<file path="src/rtl/elastic_credit_sender_dataless_if.sv">
// Handshake and credit bundle between a token producer and the credit sender.
// The master modport is the sender's view. The slave modport is the upstream/link environment's view.
interface elastic_credit_sender_dataless_if #(
  parameter int unsigned NUM_CREDITS = 4
);
  localparam int unsigned CW = $clog2(NUM_CREDITS + 1);

  logic          ins_valid;
  logic          ins_ready;
  logic          outs_valid;
  logic          outs_ready;
  logic          credit_return;
  logic [CW-1:0] credit_count;
  logic          credit_overflow;

  modport master (
    input  ins_valid,
    output ins_ready,
    output outs_valid,
    input  outs_ready,
    input  credit_return,
    output credit_count,
    output credit_overflow
  );

  modport slave (
    output ins_valid,
    input  ins_ready,
    input  outs_valid,
    output outs_ready,
    output credit_return,
    input  credit_count,
    input  credit_overflow
  );
endinterface

</file>
<file path="src/rtl/elastic_credit_sender_dataless.sv">
// Credit-based dataless token sender with a one-slot output register.
// Optional macro ELASTIC_CREDIT_BYPASS_EN lets a returned credit enable an accept in the same cycle.
module elastic_credit_sender_dataless #(
  parameter int unsigned NUM_CREDITS = 4
) (
  input  logic                                  clk,
  input  logic                                  rst,
  elastic_credit_sender_dataless_if.master      bus
);
  localparam int unsigned   CW      = $clog2(NUM_CREDITS + 1);
  localparam logic [CW-1:0] MAX_CNT = CW'(NUM_CREDITS);
  localparam logic [CW-1:0] ONE_CNT = CW'(1);
  localparam logic [CW-1:0] ZERO_CNT = {CW{1'b0}};

  logic [CW-1:0] cnt_r;
  logic [CW-1:0] cnt_nxt_s;
  logic          out_valid_r;
  logic          out_valid_nxt_s;
  logic          overflow_r;
  logic          overflow_nxt_s;
  logic          credit_ok_s;
  logic          ins_ready_s;
  logic          accept_s;
  logic          send_s;

  // Handshake qualifiers; the bypass build adds the credit_return -> ins_ready path
  always_comb begin
    credit_ok_s = 1'b0;
`ifdef ELASTIC_CREDIT_BYPASS_EN
    credit_ok_s = (cnt_r != ZERO_CNT) | bus.credit_return;
`else
    credit_ok_s = (cnt_r != ZERO_CNT);
`endif
    ins_ready_s = credit_ok_s & (~out_valid_r | bus.outs_ready);
    accept_s    = bus.ins_valid & ins_ready_s;
    send_s      = out_valid_r & bus.outs_ready;
  end

  // Output register next state: a fresh accept wins over a send in the same cycle
  always_comb begin
    out_valid_nxt_s = out_valid_r;
    if (accept_s) begin
      out_valid_nxt_s = 1'b1;
    end else if (send_s) begin
      out_valid_nxt_s = 1'b0;
    end else begin
      out_valid_nxt_s = out_valid_r;
    end
  end

  // Credit counter next state: a credit is consumed at accept, not at send
  always_comb begin
    cnt_nxt_s      = cnt_r;
    overflow_nxt_s = overflow_r;
    case ({accept_s, bus.credit_return})
      2'b10: cnt_nxt_s = cnt_r - ONE_CNT;
      2'b01: begin
        if (cnt_r < MAX_CNT) begin
          cnt_nxt_s = cnt_r + ONE_CNT;
        end else begin
          cnt_nxt_s      = cnt_r;
          overflow_nxt_s = 1'b1;
        end
      end
      2'b11:   cnt_nxt_s = cnt_r;
      default: cnt_nxt_s = cnt_r;
    endcase
  end

  // State registers; a reset drops any held token and restores the full credit pool
  always_ff @(posedge clk or negedge rst) begin
    if (!rst) begin
      cnt_r       <= MAX_CNT;
      out_valid_r <= 1'b0;
      overflow_r  <= 1'b0;
    end else begin
      cnt_r       <= cnt_nxt_s;
      out_valid_r <= out_valid_nxt_s;
      overflow_r  <= overflow_nxt_s;
    end
  end

  assign bus.ins_ready       = ins_ready_s;
  assign bus.outs_valid      = out_valid_r;
  assign bus.credit_count    = cnt_r;
  assign bus.credit_overflow = overflow_r;
endmodule

</file>
<file path="src/flat_wrapper.sv">
// flat-port wrapper written by rule: the top's interface ports become plain ports
module elastic_credit_sender_dataless_flat 
#(
  parameter int unsigned NUM_CREDITS = 4
)
  (clk, rst, bus_ins_valid, bus_ins_ready, bus_outs_valid, bus_outs_ready, bus_credit_return, bus_credit_count, bus_credit_overflow);
  elastic_credit_sender_dataless_if #(.NUM_CREDITS(NUM_CREDITS)) bus_i ();
  input  logic clk;
  input  logic rst;
  input wire logic [$bits(bus_i.ins_valid)-1:0] bus_ins_valid;
  output wire logic [$bits(bus_i.ins_ready)-1:0] bus_ins_ready;
  output wire logic [$bits(bus_i.outs_valid)-1:0] bus_outs_valid;
  input wire logic [$bits(bus_i.outs_ready)-1:0] bus_outs_ready;
  input wire logic [$bits(bus_i.credit_return)-1:0] bus_credit_return;
  output wire logic [$bits(bus_i.credit_count)-1:0] bus_credit_count;
  output wire logic [$bits(bus_i.credit_overflow)-1:0] bus_credit_overflow;
  assign bus_i.ins_valid = bus_ins_valid;
  assign bus_ins_ready = bus_i.ins_ready;
  assign bus_outs_valid = bus_i.outs_valid;
  assign bus_i.outs_ready = bus_outs_ready;
  assign bus_i.credit_return = bus_credit_return;
  assign bus_credit_count = bus_i.credit_count;
  assign bus_credit_overflow = bus_i.credit_overflow;
  elastic_credit_sender_dataless #(.NUM_CREDITS(NUM_CREDITS)) u_core (.clk(clk), .rst(rst), .bus(bus_i));
endmodule
</file>
<file path="config.mk">
export PLATFORM = sky130hd
export DESIGN_NAME = elastic_credit_sender_dataless_flat
export DESIGN_NICKNAME = d
export VERILOG_FILES = /design/src/rtl/elastic_credit_sender_dataless_if.sv /design/src/rtl/elastic_credit_sender_dataless.sv /design/src/flat_wrapper.sv
export SDC_FILE = /design/constraint.sdc
export NUM_CORES = 1
export LEC_CHECK = 0
export CAP_MARGIN = 20
export CORE_AREA = 2 2 39 41
export CTS_CLUSTER_DIAMETER = 50
export CTS_CLUSTER_SIZE = 16
export DETAILED_ROUTE_END_ITERATION = 6
export DIE_AREA = 0 0 41 43
export PLACE_DENSITY = 0.59
export SLEW_MARGIN = 20
export SYNTH_ARGS = -nofsm -noshare
export SYNTH_HDL_FRONTEND = slang
export SYNTH_SLANG_ARGS = --single-unit
</file>
<file path="constraint.sdc">
create_clock -name clk -period 3.1 [get_ports clk]
set_clock_uncertainty 0.05 [all_clocks]
set_input_delay 0.31 -clock clk [delete_from_list [all_inputs] [get_ports clk]]
set_output_delay 0.31 -clock clk [all_outputs]
set_load 0.1 [all_outputs]
</file>
-- Yosys cells after proc, flatten, opt, wreduce, memory -nomap -nowiden
Index checks and enable logic that the tools add are counted.
- register bits: 5
- bits in latches: 0
- bits in writable memories: 0
- bits in read-only memories: 0
- input port bits: 5
- output and inout bits: 6
- word-level logic and storage cells: 24
- memories: 0
- add/subtract/negate cells: 2
- multiply operators: 0
- divide/modulo/power cells: 0
- $lt $le $gt $ge: 1
- equality and inequality tests: 3
- shift-type cells: 0
- mux-type cells: 4
- bitwise operators: 6
- reductions and logical operators: 5
- operators with widths (cell ; count):
    $pmux 3 s2 ; 1
    $reduce_and 2->1 ; 2
    $reduce_bool 2->1 ; 2
    $add 3x1->3 const B ; 1
    $and 1x1->1 ; 3
    $lt 3x3->1 const B ; 1
    $mux 3 ; 1
    $reduce_bool 3->1 ; 1
    $sub 3x1->3 const B ; 1
    $eq 2x1->1 const B ; 1
    $eq 2x2->1 const B ; 1
    $mux 1 ; 2
    $ne 2x1->1 const B ; 1
    $not 1->1 ; 2
    $or 1x1->1 ; 1

-- Longest topological paths before layout
Gate-level depths: netlist (run 1).
- word-level depth: 7
- gate-level depth with buffers: 8
- gate-level depth less buffers: 8

-- Least setup slack after synthesis (run 1)
No wires, ideal clock.
- kind: reg-to-reg
- start: register u_core.cnt_r[0], in the netlist u_core.bus.credit_count[0]
- end: register u_core.cnt_r[1], in the netlist u_core.bus.credit_count[1]
- setup time: 0.096 ns
- arrival time: 2.562 ns
- slack: 0.392 ns
- stages on the path, launching flop included: 8
- period minus slack after synthesis: 2.708 ns
- path through: dfrtp_1 -> o311ai_4 -> nand2_1 -> fa_1 -> inv_1 -> a311oi_2 -> nor3_1 -> nor4_2
- RTL lines (element ; line ; source):
    start, declared ; elastic_credit_sender_dataless.sv:15 ; logic [CW-1:0] cnt_r;
    start signal, assigned ; elastic_credit_sender_dataless.sv:77 ; cnt_r <= cnt_nxt_s;
    $reduce_bool 3->1 ; elastic_credit_sender_dataless.sv:32 ; credit_ok_s = (cnt_r != ZERO_CNT);
    $and 1x1->1 ; elastic_credit_sender_dataless.sv:34 ; ins_ready_s = credit_ok_s & (~out_valid_r | bus.outs_ready);
    $and 1x1->1 ; elastic_credit_sender_dataless.sv:35 ; accept_s = bus.ins_valid & ins_ready_s;
    $eq 2x1->1 or $eq 2x2->1 (tied branches) ; elastic_credit_sender_dataless.sv:55 ; case ({accept_s, bus.credit_return})
    $pmux 3 s2 * ; elastic_credit_sender_dataless.sv:55 ;
    named net u_core.cnt_nxt_s[1] ; elastic_credit_sender_dataless.sv:16 ; logic [CW-1:0] cnt_nxt_s;
Mark *: on every way through the listed nets, which the timed path passes. The rest lies on a longest branch. The select of a mux whose other input is x is not followed.
A chain may end at the register's enable or synchronous reset.

-- Final worst setup path (run 1)
Ends and elaborated chain as after synthesis.

==> results of run 1 <==
[worst reg2reg max path: cells and delay by family (launching register included)]
family	cells	cell delay, ns
and+or+nand+nor	3	0.53
buffers and inverters	1	0.07
AOI/OAI and AO/OA	2	0.61
DFF	1	0.50
adders and majority gates	1	0.60
[placed cells by master, fill, tap and decap left out, drive strengths merged, types with 2 or more instances in the layout]
master         n
nor3           2
clkdlybuf4s50  5
dfrtp          4
buf            5
nand2b         2
clkbuf         3
nand2          3
inv            2
nor4           2
[metal layers]
layer	part of all wire [%]	vias up
li1	-	146
met1	42	138
met2	50	10
met3	6.6	2
met4	1.6	0
met5	0	-
[how the worst min path moves through the flow]
stage	start	end	slack [ns]
6_report	rst	u_core.bus.outs_valid	0.23
3_5_place_dp	u_core.bus.credit_overflow	u_core.bus.credit_overflow	0.41
3_3_place_gp	u_core.bus.credit_overflow	u_core.bus.credit_overflow	0.40
4_1_cts	rst	u_core.bus.outs_valid	0.23
2_1_floorplan	rst	u_core.bus.credit_count[0]	-0.04
5_1_grt	rst	u_core.bus.outs_valid	0.22
[state kept, by name (all words and copies together) (netlist names)]
name	flops
u_core.bus.credit_overflow	1
u_core.bus.outs_valid	1
u_core.bus.credit_count	3
[cell families (layout without fill, tap and decap cells)]
family / count (synthesis) / after routing / synth area share (%)
compound gates: 5 / 5 / 17.0
buf+inv: 3 / 16 / 4.08
simple gates: 14 / 14 / 28.2
xor+xnor: 2 / 2 / 4.76
flops: 5 / 5 / 34.4
fa+ha+maj: 2 / 2 / 8.84
mux: 1 / 1 / 2.72
[area by class of cell]
type                    count  area, um2
clock buffers               3       22.5
clock inverters             1       5.00
fillers                   143        888
inverters                   2       7.51
multi-input cells          24        226
flip-flops and latches      5        126
well taps                  16       20.0
repair buffers             10       87.6
[metrics by stage]
step | area, um2 | hold slack, ns | instances | util (%)
after floorplan | 368 | -0.0356 | 32 | -
after global placement | 468 | 0.405 | 57 | 33.8
after detailed placement | 468 | 0.407 | 57 | 33.8
after CTS | 495 | 0.228 | 61 | 35.8
after global routing | 495 | 0.223 | 61 | 35.8
final | 495 | 0.226 | 61 | 35.8
==> run metrics, run 1 <==
status complete, no violations; Syn Nets 39; Final Setup Violations 0; slew margin rel. 35.8%; r2r setup slk 0.66 ns; Worst Path Class, Setup register to register; CP max FO 7; Die X around 41 um; post-CTS setup buffer count 0; Final Hold Viols 0; vias per std cell 4.85; Top Usage Layer GRT met2; clk slew on worst S/H paths about 0.050 ns; Setup crit end kind register; M2 GR Usage 15.6%; Nets 53; WP data arrival 2.55 ns; Worst path slowest cell fa_1; share of cells above drive strength 1 approximately 36%; fin crit period around 2.4 ns; M3 GR Usage about 6.3%; CP endpoint u_core.bus.credit_count[1]; synth cell count leaders 4 x dfrtp_1, 3 x nand2_1, 2 x inv_1, 2 x nand2b_4, 2 x nor3_1; hold_buf cts 0; clock sinks 5; WP depth 7; gpl congestion roughly 0.7; FFs w/ async S/R, synth 100%; Clock Path Buffers 2; CTS tree yes; crit path cell chain o311ai_4 > nand2_1 > fa_1 > inv_1 > a311oi_2 > nor3_1 > nor4_2; average size of a mapped cell 11.5 um2; reg2reg start u_core.bus.credit_count[0]; Max-cap violations 0; Num CTS Buffers 3; DIE AREA 1760 um2; Worst Path Required 3.21 ns; Final ANT Viol Nets 0; Yosys reg bits 5; 1st-iter DRT viols 3; Clock Tree Root clkbuf_4; Pre-Repair DR Iteration Count 4; Area Overhead vs Synth 34.7%; EDFF count, synth 0; leading post-synthesis cells by cell area dfrtp_1 27%, nand2b_4 7.5%, dfstp_2 7.1%, o311ai_4 7.1%, fa_1 5.4%; FP Rows 14; r2r worst-path depth 7; Initial Util 26.6%; total gr overflow 0; r2r endpoint u_core.bus.credit_count[1]; Max Clk Rate 409 MHz; crit-path leading delay family compound AO/OA/AOI/OAI gates; post-cts resize count 0; Worst Tran Pin Value 0.961 ns; I/O pin cnt 11; Residual DRC 0; Worst Path Buf+Inv 1; first-pass GRT wire length 1330 um; vias in the first global route 322; Detailed Place HPWL 577 um; Worst setup SP type register; count leader, synth dfrtp_1; H-tree level count 1; CP max stage delay 0.60 ns; Global Route met1 Usage roughly 14%; initial antenna violation count 0; Synth area leader dfrtp_1; vias post-DR just under 300; worst hold path type input pin to asynchronous set/reset pin; IO Port Bufs 10; RSZ-0062 raised after global routing false; Max Slew Vio Count 0; Final Cycle Share 78.8%; diode count 0; Syn. warnings 0; setup ws final about 0.66 ns; register area share after synthesis 34.4%; setup TNS 0 ns; post-synth cell types 24; Synth top area share 27.2%; Post-Syn Area 368 um2; DR WL/cell 12.6 um; Worst Setup SP u_core.bus.credit_count[0]; Core ar. between 1000 and 1500 um2; Total Wirelength 769 um; Main synth FF type dfrtp_1; clock latency on the worst-skew pair 0.25 ns; Synth Instances 32; Total Routing Usage GR 12.0%; Place WS 0.562 ns; die height 43 um; largest net degree at the start of global routing 10
Power of run 1 is not shown: default switching activity piles up to over one toggle a cycle in this logic, so the estimate is an artifact.
==> run 2, diff against run 1 <==
--- a/config.mk
+++ b/config.mk
@@ -11,7 +11,7 @@
 export CTS_CLUSTER_SIZE = 16
 export DETAILED_ROUTE_END_ITERATION = 6
 export DIE_AREA = 0 0 41 43
-export PLACE_DENSITY = 0.59
+export PLACE_DENSITY = 0.61
 export SLEW_MARGIN = 20
 export SYNTH_ARGS = -nofsm -noshare
 export SYNTH_HDL_FRONTEND = slang
==> constraint.sdc (replaced) <==
create_clock -name clk -period 1.97 [get_ports clk]
set_clock_uncertainty 0.05 [all_clocks]
set_input_delay 0.197 -clock clk [delete_from_list [all_inputs] [get_ports clk]]
set_output_delay 0.197 -clock clk [all_outputs]
set_load 0.1 [all_outputs]
==> run 2 against run 1 <==
Effect of this change: the flow now finishes with violations (negative setup slack); die area did not move; first-iteration DRC count shrank 100%; hold slack worse by 0.10 ns; cell count grew 15%; count of clock-buffer cells in the layout rose by 1; global-route usage is 1.2 points lower; final area grew 26%; register-to-register slack lost 0.77 ns; via count up 6.8%; flip-flop and latch count stayed put; routed wire length is 1.2% higher; setup slack lost 0.77 ns; largest cell class unchanged.
==> run metrics, run 2 (same netlist as run 1, synthesis figures left out) <==
Max Clk Rate 479 MHz (was 409 MHz); Initial Util 26.6% (unchanged); RSZ-0062 raised after global routing true (was false); largest net degree at the start of global routing 9 (was 10); I/O pin cnt 11 (unchanged); IO Port Bufs 10 (unchanged); DP Area 558 um2 (was 468 um2); Worst Setup SP u_core.bus.credit_count[1] (was u_core.bus.credit_count[0]); Worst Path Required 2.06 ns (was 3.21 ns); design area 624 um2 (was 495 um2); FP Rows 14 (unchanged); slew margin rel. 76.3% (was 35.8%); Setup crit end kind register (unchanged); Detailed Place HPWL 618 um (was 577 um); r2r worst-path depth 7 (unchanged); Total Wirelength 778 um (was 769 um); Final Cycle Share 106% (was 78.8%); reg2reg start u_core.bus.credit_count[1] (was u_core.bus.credit_count[0]); Area Overhead vs Synth 69.7% (was 34.7%); Worst setup SP type register (unchanged); Die X 41 um (unchanged); diode count 0 (unchanged); 1st-iter DRT viols 0 (was 3); Final ANT Viol Nets 0 (unchanged); fin crit period 2.09 ns (was 2.44 ns); Largest register FFs 3 (unchanged); status finished with violations (was complete, no violations); vias post-DR 316 (was 296); Max-cap violations 0 (unchanged); fillers 130 (was 143); most frequent cells in the layout 13 x buf_4, 4 x clkdlybuf4s50_1, 3 x clkbuf_4 (was 5 x clkdlybuf4s50_1, 5 x buf_4, 4 x dfrtp_1); clock sinks 5 (unchanged); Final Setup Violations 1 (was 0); most common cell after layout, fill and taps aside buf_4; Worst Tran Pin Value 0.353 ns (was 0.961 ns); Pre-Repair DR Iteration Count 1 (was 4); DIE AREA 1760 um2 (unchanged); die height 43 um (unchanged); gpl congestion 0.661 (was 0.702); Total Routing Usage GR 10.8% (was 12.0%); WP data arrival 2.17 ns (was 2.55 ns); Core ar. 1380 um2 (unchanged); hold_buf cts 0 (unchanged); Clock Path Buffers 2 (unchanged); Clock Tree Root clkbuf_4 (unchanged); total gr overflow 0 (unchanged); vias in the first global route 303 (was 322); H-tree level count 1 (unchanged); Residual DRC 0 (unchanged); DR WL/cell 11.1 um (was 12.6 um); CP max FO 4 (was 7); first-pass GRT wire length 1220 um (was 1330 um); initial antenna violation count 0 (unchanged); clk slew on worst S/H paths 0.04 ns (was 0.05 ns); Final Hold Viols 0 (unchanged); Worst Path Class, Setup register to register (unchanged); Max Slew Vio Count 0 (unchanged); vias per std cell 4.51 (was 4.85); clock latency on the worst-skew pair 0.24 ns (was 0.25 ns); Nets 62 (was 53); CTS tree yes (unchanged); Num CTS Buffers 3 (unchanged); share of cells above drive strength 1 66.7% (was 35.6%); setup ws final -0.117 ns (was 0.657 ns); worst hold path type input pin to asynchronous set/reset pin (unchanged); failing checks negative setup slack
-- run 2: cell types whose count changed in the layout (fill, tap and decap cells not counted), moves of 2 or more --
cell	delta
buf_12	+2
dfrtp_1	-3
dfrtp_4	+2
inv_2	+2
buf_4	+8
inv_1	-2
-- run 2: layer usage --
metal / track usage, % / vias up / wire [um]
met5: 0 / - / 0
li1: - / 164 / -
met1: 13.8 / 143 / 334
met2: 14.7 / 9 / 393
met4: 4.00 / 0 / 0
met3: 6.28 / 0 / 50
-- run 2: final timing paths --
check,end,slack (ns)
worst max-delay path,u_core.bus.credit_count[1],-0.12
worst max register to register,u_core.bus.credit_count[1],-0.12
max in group asynchronous,u_core.bus.credit_count[2],1.49
min in group clk,u_core.bus.credit_overflow,0.41
worst min-delay path,u_core.bus.credit_count[1],0.13
worst min register to register,u_core.bus.credit_overflow,0.41
-- run 2: area by class of cell --
cell class	instances	area (um2)	share of cell area [%]
Sequential cell	5	135	21.6
Tap cell	16	20.0	3.21
Timing Repair Buffer	19	178	28.5
Multi-Input combinational cell	24	258	41.3
Inverter	2	7.51	1.20
Clock buffer	4	26.3	4.21
-- run 2: critical path, stage by stage, from the launching register on --
cell and delay [ns]:
dfrtp_4 0.48, o311ai_4 0.31, nand2_2 0.12, fa_2 0.59, inv_2 0.04, a311oi_2 0.18, nor3_1 0.08, nor4_2 0.15
-- run 2: what timing repair did --
| item | in CTS | in global routing |
|---|---|---|
| resized for setup | 1 | 4 |
| setup buffers | 1 | 1 |
| endpoints found under the setup margin | 1 | 2 |
| pin swaps | 3 | 1 |
-- run 2: through the flow --
step                setup slack [ns]  setup TNS [ns]  std cells  util, %  hold WS (ns)
floorplan                     -0.337          -0.453         32        -        -0.149
global placement              -0.202          -0.202         64     40.3         0.385
detailed placement            -0.222          -0.222         64     40.3         0.386
CTS                           -0.118          -0.118         69     42.8         0.123
global route                  -0.234          -0.308         70     45.1         0.126
finish                        -0.117          -0.117         70     45.1         0.125
Power of run 2 is left out for the same reason.
